[src/rtl/regex_pc_fifo.sv]
// Circular PC queue that feeds (cc_id, pc) pairs back into regex_cpu.
// It also keeps per-context occupancy counts so the controller can advance character windows.
module regex_pc_fifo #(
    parameter int PC_WIDTH   = 9,
    parameter int CC_ID_BITS = 2,
    parameter int DEPTH_LOG2 = 4
) (
    input  logic                    clk,
    input  logic                    rst,
    input  logic                    in_pc_valid,
    input  logic [CC_ID_BITS-1:0]   in_cc_id,
    input  logic [PC_WIDTH-1:0]     in_pc,
    output logic                    in_pc_ready,
    output logic                    out_pc_valid,
    output logic [CC_ID_BITS-1:0]   out_cc_id,
    output logic [PC_WIDTH-1:0]     out_pc,
    input  logic                    out_pc_ready,
    output logic [DEPTH_LOG2:0]     count,
    output logic [2**CC_ID_BITS-1:0] cc_pending
);

    localparam int DEPTH   = 2**DEPTH_LOG2;
    localparam int NUM_CC  = 2**CC_ID_BITS;
    localparam int ENTRY_W = CC_ID_BITS + PC_WIDTH;
    localparam logic [DEPTH_LOG2:0] C_FULL = (DEPTH_LOG2+1)'(DEPTH);

    logic [ENTRY_W-1:0]    r_mem [DEPTH];
    logic [DEPTH_LOG2-1:0] r_wr_ptr;
    logic [DEPTH_LOG2-1:0] r_rd_ptr;
    logic [DEPTH_LOG2:0]   r_count;
    logic [DEPTH_LOG2:0]   r_cc_cnt [NUM_CC];

    logic                  w_push;
    logic                  w_pop;
    logic [ENTRY_W-1:0]    w_head;
    logic [CC_ID_BITS-1:0] w_head_cc;

    assign in_pc_ready  = (r_count != C_FULL);
    assign out_pc_valid = (r_count != '0);
    assign w_push       = in_pc_valid & in_pc_ready;
    assign w_pop        = out_pc_valid & out_pc_ready;

    // The head is read combinationally, so an entry is visible the cycle after it lands.
    assign w_head    = r_mem[r_rd_ptr];
    assign w_head_cc = w_head[ENTRY_W-1:PC_WIDTH];
    assign out_cc_id = w_head_cc;
    assign out_pc    = w_head[PC_WIDTH-1:0];
    assign count     = r_count;

    always_ff @(posedge clk) begin
        if (w_push) begin
            r_mem[r_wr_ptr] <= {in_cc_id, in_pc};
        end
    end

    always_ff @(posedge clk or negedge rst) begin
        if (!rst) begin
            r_wr_ptr <= '0;
            r_rd_ptr <= '0;
            r_count  <= '0;
        end else begin
            if (w_push) r_wr_ptr <= r_wr_ptr + 1'b1;
            if (w_pop)  r_rd_ptr <= r_rd_ptr + 1'b1;
            case ({w_push, w_pop})
                2'b10:   r_count <= r_count + 1'b1;
                2'b01:   r_count <= r_count - 1'b1;
                default: r_count <= r_count;
            endcase
        end
    end

    generate
        for (genvar gi = 0; gi < NUM_CC; gi++) begin : g_cc
            logic w_inc;
            logic w_dec;

            assign w_inc = w_push && (in_cc_id == CC_ID_BITS'(gi));
            assign w_dec = w_pop && (w_head_cc == CC_ID_BITS'(gi));

            always_ff @(posedge clk or negedge rst) begin
                if (!rst) begin
                    r_cc_cnt[gi] <= '0;
                end else begin
                    case ({w_inc, w_dec})
                        2'b10:   r_cc_cnt[gi] <= r_cc_cnt[gi] + 1'b1;
                        2'b01:   r_cc_cnt[gi] <= r_cc_cnt[gi] - 1'b1;
                        default: r_cc_cnt[gi] <= r_cc_cnt[gi];
                    endcase
                end
            end

            assign cc_pending[gi] = (r_cc_cnt[gi] != '0);
        end
    endgenerate

endmodule

[config.mk]
export PLATFORM = sky130hd
export DESIGN_NAME = regex_pc_fifo
export DESIGN_NICKNAME = d
export VERILOG_FILES = /design/src/rtl/regex_pc_fifo.sv
export SDC_FILE = /design/constraint.sdc
export NUM_CORES = 1
export LEC_CHECK = 0
export ABC_CLOCK_PERIOD_IN_PS = 9300
export BUFFER_PORTS_ARGS = -buffer_cell sky130_fd_sc_hd__clkbuf_2
export CAP_MARGIN = 20
export CORE_ASPECT_RATIO = 1.25
export CORE_MARGIN = 4
export CORE_UTILIZATION = 40
export DETAILED_ROUTE_END_ITERATION = 10
export SYNTH_ARGS = -nofsm -noshare
export SYNTH_HDL_FRONTEND = slang
export SYNTH_SLANG_ARGS = --single-unit
[constraint.sdc]
create_clock -name clk -period 9.3 [get_ports clk]
set_input_delay 1.86 -clock clk [delete_from_list [all_inputs] [get_ports clk]]
set_output_delay 1.86 -clock clk [all_outputs]
set_load 0.1 [all_outputs]
### Word level (Yosys, flattened, before mapping)

Memories as Yosys holds them, arrays and structs flattened.
Cells that the tools add are included.

| word-level totals | value |
|---|---|
| register bits after elaboration | 33 |
| bits in writable memories | 176 |
| input port bits | 15 |
| output and inout port bits | 22 |
| logic and storage cells | 66 |
| memories | 1 |

Memory list:

| memory | depth | bits a word | read ports | clocked after memory_dff | wr ports | line | text |
|---|---|---|---|---|---|---|---|
| r_mem | 16 | 11 | 1 | 0 | 1 | 27 | `logic [ENTRY_W-1:0] r_mem [DEPTH];` |

| operators by class | value |
|---|---|
| add/subtract/negate cells | 12 |
| equality and inequality tests | 17 |
| multiplexer cells | 7 |
| bitwise logic cells | 2 |
| reduce and logical (&&, ||, !) cells | 20 |

Operators by type and width:

| cell | number |
|---|---|
| case mux 5 bit (2 select lines) | 5 |
| adder 5 x 1 -> 5 bit (second input constant) | 5 |
| nonzero test 5 bit | 5 |
| subtractor 5 x 1 -> 5 bit (second input constant) | 5 |
| == test 2 bit (second input constant) | 9 |
| == test 2 x 1 -> 1 bit (second input constant) | 7 |
| nonzero test 2 bit | 5 |
| adder 4 x 1 -> 4 bit (second input constant) | 2 |
| logical AND 1 bit | 8 |
| inequality test 5 bit (second input constant) | 1 |
| zero test 2 bit | 2 |
| AND 1 bit | 2 |
| two-way mux 1 bit | 2 |

### Depth between registers and ports, before layout

Gate-level depths: netlist (run 1).

| logic depth | value |
|---|---|
| depth in word-level cells | 5 |
| depth in mapped cells | 14 |
| gate-level depth less buffers | 14 |

### Worst setup path before layout (run 1)

OpenSTA, ideal clock, no wires.

| timing | value |
|---|---|
| kind | flip-flop to flip-flop |
| start point | register r_count[0], in the netlist count[0] |
| end point | register r_cc_cnt[4] in the netlist's numbering |
| setup time | 0.123 ns |
| arrival time | 4.101 ns |
| data required time | 9.177 ns |
| slack | 5.076 ns |
| cell stages (with the launch flop) | 14 |
| buffers on the path | 1 |
| clock period less this slack | 4.224 ns |
| cell sequence | dfrtp_1 nor4_1 nand2_1 and2_1 clkbuf_1 nand3_1 ha_1 inv_1 fa_1 nor2b_1 o21ai_0 nand3_1 or3b_2 xnor2_1 |

| between the ends | value |
|---|---|
| longest elaborated chain between the ends | 5 |
| elaborated cells on any way between the ends | 10 |
| those cells by class | 3 x eq/ne; 1 x mux; 2 x bitwise; 4 x reduce/logical |

Ends and longest elaborated chain:

| item | line | text |
|---|---|---|
| start: declaration | 30 | `logic [DEPTH_LOG2:0] r_count;` |
| start signal: assignment | 65 | `2'b10: r_count <= r_count + 1'b1;` |
| start signal: assignment | 66 | `2'b01: r_count <= r_count - 1'b1;` |
| start signal: assignment | 67 | `default: r_count <= r_count;` |
| inequality test 5 bit * | 38 | `assign in_pc_ready = (r_count != C_FULL);` |
| net in_pc_ready | 13 | `output logic in_pc_ready,` |
| AND 1 bit * | 40 | `assign w_push = in_pc_valid & in_pc_ready;` |
| logical AND 1 bit * | 77 | `assign w_inc = w_push && (in_cc_id == CC_ID_BITS'(gi));` |
| == test 2 x 1 -> 1 bit or == test 2 bit (tied branches) | 84 | `case ({w_inc, w_dec})` |
| case mux 5 bit (2 select lines) or nonzero test 2 bit (tied branches) | - |  |
| end signal: indexed assignment | 85 | `2'b10: r_cc_cnt[gi] <= r_cc_cnt[gi] + 1'b1;` |
| end signal: indexed assignment | 86 | `2'b01: r_cc_cnt[gi] <= r_cc_cnt[gi] - 1'b1;` |
| end signal: indexed assignment | 87 | `default: r_cc_cnt[gi] <= r_cc_cnt[gi];` |
| end: declaration | 31 | `logic [DEPTH_LOG2:0] r_cc_cnt [NUM_CC];` |

Mark *: on every way through the listed nets, which the timed path passes. The rest lies on a longest branch.
A chain may end at the register's enable or synchronous reset.

### Final worst setup path (run 1)

| timing | value |
|---|---|
| start point | register r_rd_ptr[0] |
| end point | output port out_cc_id[1] |

| between the ends | value |
|---|---|
| longest elaborated chain between the ends | 1 |

Ends and longest elaborated chain:

| item | line | text |
|---|---|---|
| start: declaration | 29 | `logic [DEPTH_LOG2-1:0] r_rd_ptr;` |
| start signal: assignment | 63 | `if (w_pop) r_rd_ptr <= r_rd_ptr + 1'b1;` |
| memory (16 x 11 bit) | - |  |
| end: declaration | 15 | `output logic [CC_ID_BITS-1:0] out_cc_id,` |

No other way between the ends.

==> results of run 1 <==
## flip-flops by register name, summed over array words and instances (netlist names)
name	count
count	5
r_cc_cnt	20
r_mem	176
r_rd_ptr	4
r_wr_ptr	4
## stage by stage
step | utilization | std cells | cell area (µm²) | worst slack, ns
floorplan | - | 479 | 8790 | 5.08
global placement | 0.433 | 784 | 9330 | 4.60
detailed placement | 0.433 | 784 | 9330 | 4.58
CTS | 0.468 | 824 | 10100 | 4.05
global route | 0.468 | 824 | 10100 | 3.93
finish | 0.468 | 824 | 10100 | 4.15
## worst min path at each step
stage / from / end / slack, ns / cells after the start
after floorplan: r_cc_cnt[14] / r_cc_cnt[14] / 0.45 / 1
after global placement: r_cc_cnt[9] / r_cc_cnt[9] / 0.47 / 1
after detailed placement: r_cc_cnt[9] / r_cc_cnt[9] / 0.47 / 1
after CTS: r_cc_cnt[9] / r_cc_cnt[9] / 0.48 / 1
after global routing: r_cc_cnt[19] / r_cc_cnt[19] / 0.49 / 1
final: r_cc_cnt[9] / r_cc_cnt[9] / 0.48 / 1
## routing by layer
layer / vias to the layer above / global-route usage / share of wire
met4: 0 / 0.0319 / 0.015
li1: 1961 / - / -
met1: 2258 / 0.191 / 0.42
met2: 93 / 0.252 / 0.52
met5: - / 0 / 0
met3: 20 / 0.0215 / 0.042
## kinds of logic after synthesis
group,after synthesis
adders and majority gates,30
xor gates and xnor gates,27
buffers and inverters,42
and+or+nand+nor,78
DFF,209
AOI/OAI and AO/OA,34
muxes,59
## area by class of cell
type                            count  area (µm²)
Tap cell                          279         349
Sequential cell                   209        6110
Timing Repair Buffer               47         263
Multi-Input combinational cell    228        2530
Clock inverter                     11         135
Clock buffer                       29         608
Fill cell                        1798       11500
Inverter                           21        78.8
## critical path, stage by stage (launching register included)
cell and delay (ns):
dfrtp_2 0.66, buf_4 0.58, mux4_2 0.57, mux4_2 0.56, clkbuf_2 0.41
## placed cells by master, fill, tap and decap left out, drive strengths merged, types with 14 or more instances in the layout
cell    count
o21ai      18
clkbuf     65
nor2       14
mux4       54
nand2      30
edfxtp    176
inv        22
dfrtp      33
xnor2      16
ha         25
==> results.md, run 1 <==
- Seq/Total Area, Yosys: 0.695
- Final hold violation count: 0
- CTS tree: built
- Count of state elements after synthesis: 209
- CTS Buffer Depth: 3
- R2r setup slk: approximately 4.9 ns
- Buffer count from post-CTS setup fixing: 0
- XOR/XNOR Fraction of Synth Area: 0.0269
- Setup crit end kind: primary output
- Largest net degree at the start of global routing: 34
- Nets: approximately 570
- Vias per inst: 5.26
- Max cap viols: 0
- Synth top area cells: edfxtp_1, mux4_2, dfrtp_1, ha_1, xnor2_1
- Number of synthesized flops with an enable pin: 176
- Die height: around 170 µm
- Post-DP HPWL: 10600 µm
- Starting Density: 0.408
- Final WL: 17300 µm
- Synth top area share: 0.601
- Post-CTS resize count: 0
- Worst-Skew Late Latency: 0.49 ns
- Peak Freq: 0.194 GHz
- # H-tree levels: 1
- Vias in the first global route: 4623
- Die Span X: roughly 140 µm
- Worst r2r path cells: 11
- Synth unique cells: 33
- Simple-gate share of the synthesized area: 0.0427
- DR DRC count: 0
- Syn-to-layout area delta: 14.6%
- Crit Path Class: flip-flop to primary output
- Outcome: complete, no violations
- N_diodes: 0
- CP Launch Point: r_rd_ptr[0]
- Post-Syn Instances: 479
- RR Endpoint: r_cc_cnt[4]
- Fin crit period: 5.15 ns
- Routed WL per cell: 21.0 µm
- First-pass GRT wire length: 27200 µm
- FP Rows: 60
- Commonest cells in the netlist: edfxtp_1, mux4_2, dfrtp_1
- DR iter-0 viols: about 190
- Final setup fails: 0
- CTS root buf: clkbuf_16
- Period utilisation layout: 0.554
- Compound-Gate Fraction of Synth Area: 0.0211
- Setup crit end: out_cc_id[1]
- Worst reg2reg startpoint: r_rd_ptr[0]
- GRT Residual Overflow: 0
- Vias: 4332
- Hold Crit Class: flip-flop to flip-flop
- Number of buffers created by CTS: 22
- Biggest area consumer among synthesized cells: edfxtp_1
- Arrival @ worst endpoint: approximately 3.3 ns
- Die footprint: 24400 µm²
- Layout cell share with drive strength beyond 1: 0.281
- CTS Hold Bufs: 0
- IO buf count: 36
- DRT antenna net count: 0
- Worst-path clk slew: 0.06 ns
- Final Max Slew Viols: 0
- Most numerous cell in the Yosys netlist: edfxtp_1
- Unrepaired setup endpoints after global routing: no
- Main combinational cell family by area after synthesis: multiplexers
- Post-route setup TNS: 0 ns
- Final hold slack: 0.479 ns
- CORE AREA: 21500 µm²
- Post-Synth Adder-Cell Area: 0.0470
- Slew HR: 0.332
- Ys async rst share: 0.158
- RD Place Congestion: 0.760
- Ys Warns: 0
- Initial antenna violation count: 0
- CP Max Fanout: 30
- Ports: 37
- Syn Area/Cell: ~18 µm²
- Total global-route track usage: 0.144
- Syn_nets: 524
- Startpoint types: flip-flop
- Drt first pass iters: 4
- Clock skew: 0.0215 ns
- # clock sinks: 209
- Worst EP required: ~7.4 ns
- Actual slew at the worst max-slew pin: 1.00 ns
- Mapped Area: ~8800 µm²
- Mux contribution to synthesized area: 0.145
- Synth Flop Type: edfxtp_1
Power of run 1 is not shown: default switching activity piles up to over one toggle a cycle in this logic, so the estimate is an artifact.
==> run 2: changes to the inputs <==
--- a/config.mk
+++ b/config.mk
@@ -5,7 +5,7 @@
 export SDC_FILE = /design/constraint.sdc
 export NUM_CORES = 1
 export LEC_CHECK = 0
-export ABC_CLOCK_PERIOD_IN_PS = 9300
+export ABC_CLOCK_PERIOD_IN_PS = 4500
 export BUFFER_PORTS_ARGS = -buffer_cell sky130_fd_sc_hd__clkbuf_2
 export CAP_MARGIN = 20
 export CORE_ASPECT_RATIO = 1.25
==> constraint.sdc (replaced) <==
create_clock -name clk -period 4.5 [get_ports clk]
set_input_delay 0.9 -clock clk [delete_from_list [all_inputs] [get_ports clk]]
set_output_delay 0.9 -clock clk [all_outputs]
set_load 0.1 [all_outputs]
==> run 2 against run 1 <==
Core utilization fell by 0.21 points. Flip-flop and latch count stayed put. Design area down 0.46%. Worst hold slack worse by 0.0047 ns. Clock skew fell by 0.0098 ns. Routed wire length rose by 2.2%. Clock-buffer cell count up 2. Register-to-register slack lost 4.3 ns. Die area unchanged. Via count shrank 0.46%. Critical path type unchanged.
==> results.md, run 2 (synthesized netlist as in run 1, its figures left out) <==
- Outcome: complete, no violations
- CP Launch Point: r_rd_ptr[0]
- Die Span X: 141 µm (unchanged)
- GRT Residual Overflow: 0 (unchanged)
- FP Rows: 60 (unchanged)
- Total global-route track usage: 0.147 (+0.00284)
- DRT antenna net count: 0 (unchanged)
- Crit Path Class: flip-flop to primary output
- Routed WL per cell: 21.5 µm (+1.9%)
- Worst path max stage delay: 0.63 ns (-0.03 ns)
- Arrival @ worst endpoint: 3.26 ns (-0.03 ns)
- Final hold slack: 0.475 ns (-0.00470 ns)
- Clock skew: 0.0118 ns (-0.00978 ns)
- DR DRC count: 0 (unchanged)
- Vias: 4312 (-0.46%)
- Hold_sp: r_cc_cnt[9]
- CORE AREA: 21500 µm² (unchanged)
- Vias per inst: 5.22 (-0.70%)
- Actual slew at the worst max-slew pin: 0.990 ns (-0.0113 ns)
- Commonest cells after routing, fill and taps aside: edfxtp_1, mux4_2, clkbuf_2
- # clock sinks: 209 (unchanged)
- Fin crit period: just over 4 ns
- Worst EP required: 3.60 ns (-3.84 ns)
- Worst-path cell chain: buf_4 -> mux4_1 -> mux4_2 -> clkbuf_2
- First-pass GRT wire length: 27300 µm (+0.43%)
- Hold Crit Class: flip-flop to flip-flop
- Slew HR: 0.339 (+0.00754)
- # H-tree levels: 1 (unchanged)
- Worst reg2reg startpoint: r_rd_ptr[2]
- Largest net degree at the start of global routing: 34 (unchanged)
- CTS Hold Bufs: 0 (unchanged)
- DR iter-0 viols: 209 (+12%)
- Worst-Skew Late Latency: 0.49 ns (about the same)
- Setup crit end kind: primary output
- Most common cell after layout, fill and taps aside: edfxtp_1
- CTS root buf: clkbuf_16
- Die footprint: 24400 µm² (unchanged)
- # fillers: 1842 (+2.4%)
- CTS tree: built
- Drt first pass iters: 5 (+1)
- Layout cell share with drive strength beyond 1: 0.280 (-0.00103)
- Unrepaired setup endpoints after global routing: no
- Slowest CP cell: dfrtp_2
- Worst-path clk slew: 0.06 ns (about the same)
- Max reg flops: 176 (unchanged)
- CP Max Fanout: 32 (+6.7%)
- Die height: 174 µm (unchanged)
- Number of buffers created by CTS: 22 (unchanged)
- Final setup fails: 0 (unchanged)
- Biggest register: r_mem
- RD Place Congestion: 0.763 (+0.39%)
- Post-DP HPWL: 10600 µm (+0.34%)
- Final Max Slew Viols: 0 (unchanged)
- Max cap viols: 0 (unchanged)
- CTS Buffer Depth: 3 (unchanged)
- Buffer count from post-CTS setup fixing: 0 (unchanged)
- Nets: 576 (+0.35%)
- Post-route setup TNS: 0 ns (unchanged)
- Placed inst area: 9350 µm² (+0.16%)
- Period utilisation layout: 0.924
- IO buf count: 36 (unchanged)
- Syn-to-layout area delta: 14.1%
- Final hold violation count: 0 (unchanged)
- Ports: 37 (unchanged)
- Starting Density: 0.408 (unchanged)
- Post-CTS resize count: 0 (unchanged)
- Fin area: 10000 µm² (-0.46%)
- Startpoint types: flip-flop
- N_diodes: 0 (unchanged)
- Vias in the first global route: 4651 (+0.61%)
- Initial antenna violation count: 0 (unchanged)
- Final WL: 17700 µm (+2.2%)
- Peak Freq: between 0.2 and 0.25 GHz
==> run 2: cell count changes in the layout (fill, tap and decap cells not counted), sizes merged <==
cell    delta
buf        +2
bufinv     -2
clkbuf     +2
clkinv     +1
inv        -1
==> run 2: area by class of cell <==
type,instances,area [µm²],share of cell area
flip-flops and latches,209,6110,0.610
multi-input cells,228,2530,0.252
clock buffers,31,606,0.0604
well taps,279,349,0.0348
repair buffers,49,278,0.0277
inverters,21,78.8,0.00786
clock inverters,9,76.3,0.00761
==> run 2: stage by stage <==
step	setup WS (ns)	util	cells
3_5_place_dp	0.581	0.434	786
5_1_grt	0.0971	0.465	826
6_report	0.342	0.465	826
3_3_place_gp	0.621	0.434	786
4_1_cts	0.232	0.465	826
2_1_floorplan	0.276	-	479
==> run 2: worst paths after layout <==
path | end | slack (ns) | cells after the start
setup / recovery | out_pc[7] | 0.34 | 4
hold / removal | r_cc_cnt[9] | 0.47 | 1
setup reg to reg | r_cc_cnt[19] | 0.58 | 13
hold reg to reg | r_cc_cnt[9] | 0.47 | 1
max in group asynchronous | r_rd_ptr[0] | 3.37 | 1
min in group asynchronous | count[2] | 0.52 | 1
==> run 2: worst max-delay path, delay by kind of cell, from the launching register on <==
family	cells	cell delay, ns
flip-flops	1	0.63
buffers and inverters	2	1.01
multiplexers	2	1.10
==> run 2: per-layer routing <==
metal / wire length (µm) / GRT usage
met1: 7060 / 0.183
met2: 9640 / 0.269
met3: 761 / 0.0235
met4: 265 / 0.0311
met5: 0 / 0
Power of run 2 is left out for the same reason.
==> run 3: changes to the inputs <==
--- a/config.mk
+++ b/config.mk
@@ -5,7 +5,7 @@
 export SDC_FILE = /design/constraint.sdc
 export NUM_CORES = 1
 export LEC_CHECK = 0
-export ABC_CLOCK_PERIOD_IN_PS = 4500
+export ABC_CLOCK_PERIOD_IN_PS = 5400
 export BUFFER_PORTS_ARGS = -buffer_cell sky130_fd_sc_hd__clkbuf_2
 export CAP_MARGIN = 20
 export CORE_ASPECT_RATIO = 1.25
==> constraint.sdc (replaced) <==
create_clock -name clk -period 5.4 [get_ports clk]
set_input_delay 1.08 -clock clk [delete_from_list [all_inputs] [get_ports clk]]
set_output_delay 1.08 -clock clk [all_outputs]
set_load 0.1 [all_outputs]
==> run 3 against run 2 <==
Non-clock buffer count is 2 higher. First-iteration DRC count is 36% higher. Setup slack better by 0.91 ns. Flip-flop and latch count stayed put. Clock-buffer cell count is 4 lower. Clock skew is 0.0022 ns higher. Largest cell class unchanged. Global-route usage is 0.50 points lower. Worst hold slack better by 0.0075 ns. Critical path type unchanged. Critical endpoint is now out_pc[2]. Cell count is 0.12% higher. Routed wire length is 3.2% lower. Die area stayed put.
==> results.md, run 3 (synthesized netlist as in run 1, its figures left out) <==
- CTS Hold Bufs: 0 (unchanged)
- DR DRC count: 0 (unchanged)
- Startpoint types: flip-flop
- Post-DP HPWL: 10600 µm (-0.20%)
- Drt first pass iters: 5 (unchanged)
- CORE AREA: 21500 µm² (unchanged)
- Fin crit period: 4.14 ns
- Ports: 37 (unchanged)
- Largest net degree at the start of global routing: 34 (unchanged)
- Worst-Skew Late Latency: 0.49 ns (about the same)
- Clock skew: 0.0139 ns (+0.00215 ns)
- First-pass GRT wire length: 26500 µm (-2.9%)
- Period utilisation layout: 0.767
- Layout cell share with drive strength beyond 1: 0.277 (-0.00234)
- Total global-route track usage: 0.142 (-0.00503)
- Unrepaired setup endpoints after global routing: no
- Syn-to-layout area delta: 13.8%
- Crit Path Class: flip-flop to primary output
- Final Max Slew Viols: 0 (unchanged)
- Nets: 579 (+0.52%)
- Number of buffers created by CTS: 23 (+4.5%)
- Worst r2r path cells: 13 (unchanged)
- Max cap viols: 0 (unchanged)
- GRT Residual Overflow: 0 (unchanged)
- N_diodes: 0 (unchanged)
- Worst-path clk slew: 0.06 ns (about the same)
- Setup crit end kind: primary output
- R2r setup slk: 1.50 ns (+0.92 ns)
- Vias: 4332 (+0.46%)
- Hold_sp: r_cc_cnt[4]
- Slew HR: 0.399 (+0.0598)
- Die Span X: 141 µm (unchanged)
- Initial antenna violation count: 0 (unchanged)
- Final WL: 17200 µm (-3.2%)
- Worst EP required: 4.32 ns (+0.72 ns)
- CTS tree: built
- FP Rows: 60 (unchanged)
- Starting Density: 0.408 (unchanged)
- Actual slew at the worst max-slew pin: 0.901 ns (-0.0896 ns)
- Final hold slack: 0.482 ns (+0.00746 ns)
- DRT antenna net count: 0 (unchanged)
- # fillers: 1856 (+0.76%)
- RD Place Congestion: 0.826 (+8.3%)
- Min-Delay Endpoint: r_cc_cnt[4]
- # H-tree levels: 1 (unchanged)
- Vias per inst: 5.24 (+0.34%)
- Biggest register: r_mem
- CTS Buffer Depth: 3 (unchanged)
- Die height: 174 µm (unchanged)
- Final setup fails: 0 (unchanged)
- Hold Path Cell Cnt: 1 (unchanged)
- IO buf count: 36 (unchanged)
- Arrival @ worst endpoint: 3.06 ns (-0.20 ns)
- Routed WL per cell: 20.7 µm (-3.4%)
- Post-CTS resize count: 0 (unchanged)
- Worst reg2reg startpoint: r_rd_ptr[2]
- Post-route setup TNS: 0 ns (unchanged)
- CP Max Fanout: 18 (-44%)
- Final hold violation count: 0 (unchanged)
- Commonest cells after routing, fill and taps aside: edfxtp_1, mux4_2, clkbuf_2
- Buffer count from post-CTS setup fixing: 0 (unchanged)
- Peak Freq: 0.241 GHz
- Max reg flops: 176 (unchanged)
- CTS root buf: clkbuf_16
- Die footprint: 24400 µm² (unchanged)
- Outcome: complete, no violations
- DR iter-0 viols: 284 (+36%)
- Vias in the first global route: 4625 (-0.56%)
- Hold Crit Class: flip-flop to flip-flop
- # clock sinks: 209 (unchanged)
- Most common cell after layout, fill and taps aside: edfxtp_1
- RR Endpoint: r_cc_cnt[19]
## run 3: how the worst max path moves through the flow
stage	startpoint	to	cells past startpoint
after floorplan	count[0]	r_cc_cnt[4]	13
after global placement	r_rd_ptr[2]	r_cc_cnt[19]	13
after detailed placement	r_rd_ptr[2]	r_cc_cnt[19]	13
after CTS	r_rd_ptr[0]	out_pc[2]	4
after global routing	r_rd_ptr[0]	out_pc[2]	4
final	r_rd_ptr[0]	out_pc[2]	4
## run 3: final cells by class
type,instances,area (µm²),share of cell area
repair buffers,51,293,0.0293
well taps,279,349,0.0349
clock inverters,12,60.1,0.00600
clock buffers,27,591,0.0590
flip-flops and latches,209,6110,0.611
multi-input cells,228,2520,0.252
inverters,21,78.8,0.00788
## run 3: critical path, cell delays in order (launching register included)
cell      delay [ns]
dfrtp_2         0.72
buf_4           0.42
mux4_2          0.56
mux4_2          0.48
clkbuf_2        0.38
## run 3: per-layer routing
metal,vias up,GRT usage,share of wire,routed length (µm)
met3,18,0.0254,0.052,888
met5,-,0,0,0
met2,108,0.242,0.52,8860
met4,0,0.0303,0.011,193
li1,1966,-,-,-
met1,2240,0.192,0.42,7210
## run 3: per-stage QoR
step | util | instances | setup slack, ns | area, µm²
floorplan | - | 479 | 1.18 | 8790
global placement | 0.434 | 788 | 1.51 | 9350
detailed placement | 0.434 | 788 | 1.43 | 9350
CTS | 0.464 | 827 | 1.17 | 10000
global route | 0.464 | 827 | 1.06 | 10000
finish | 0.464 | 827 | 1.26 | 10000
Power of run 3 is left out for the same reason.
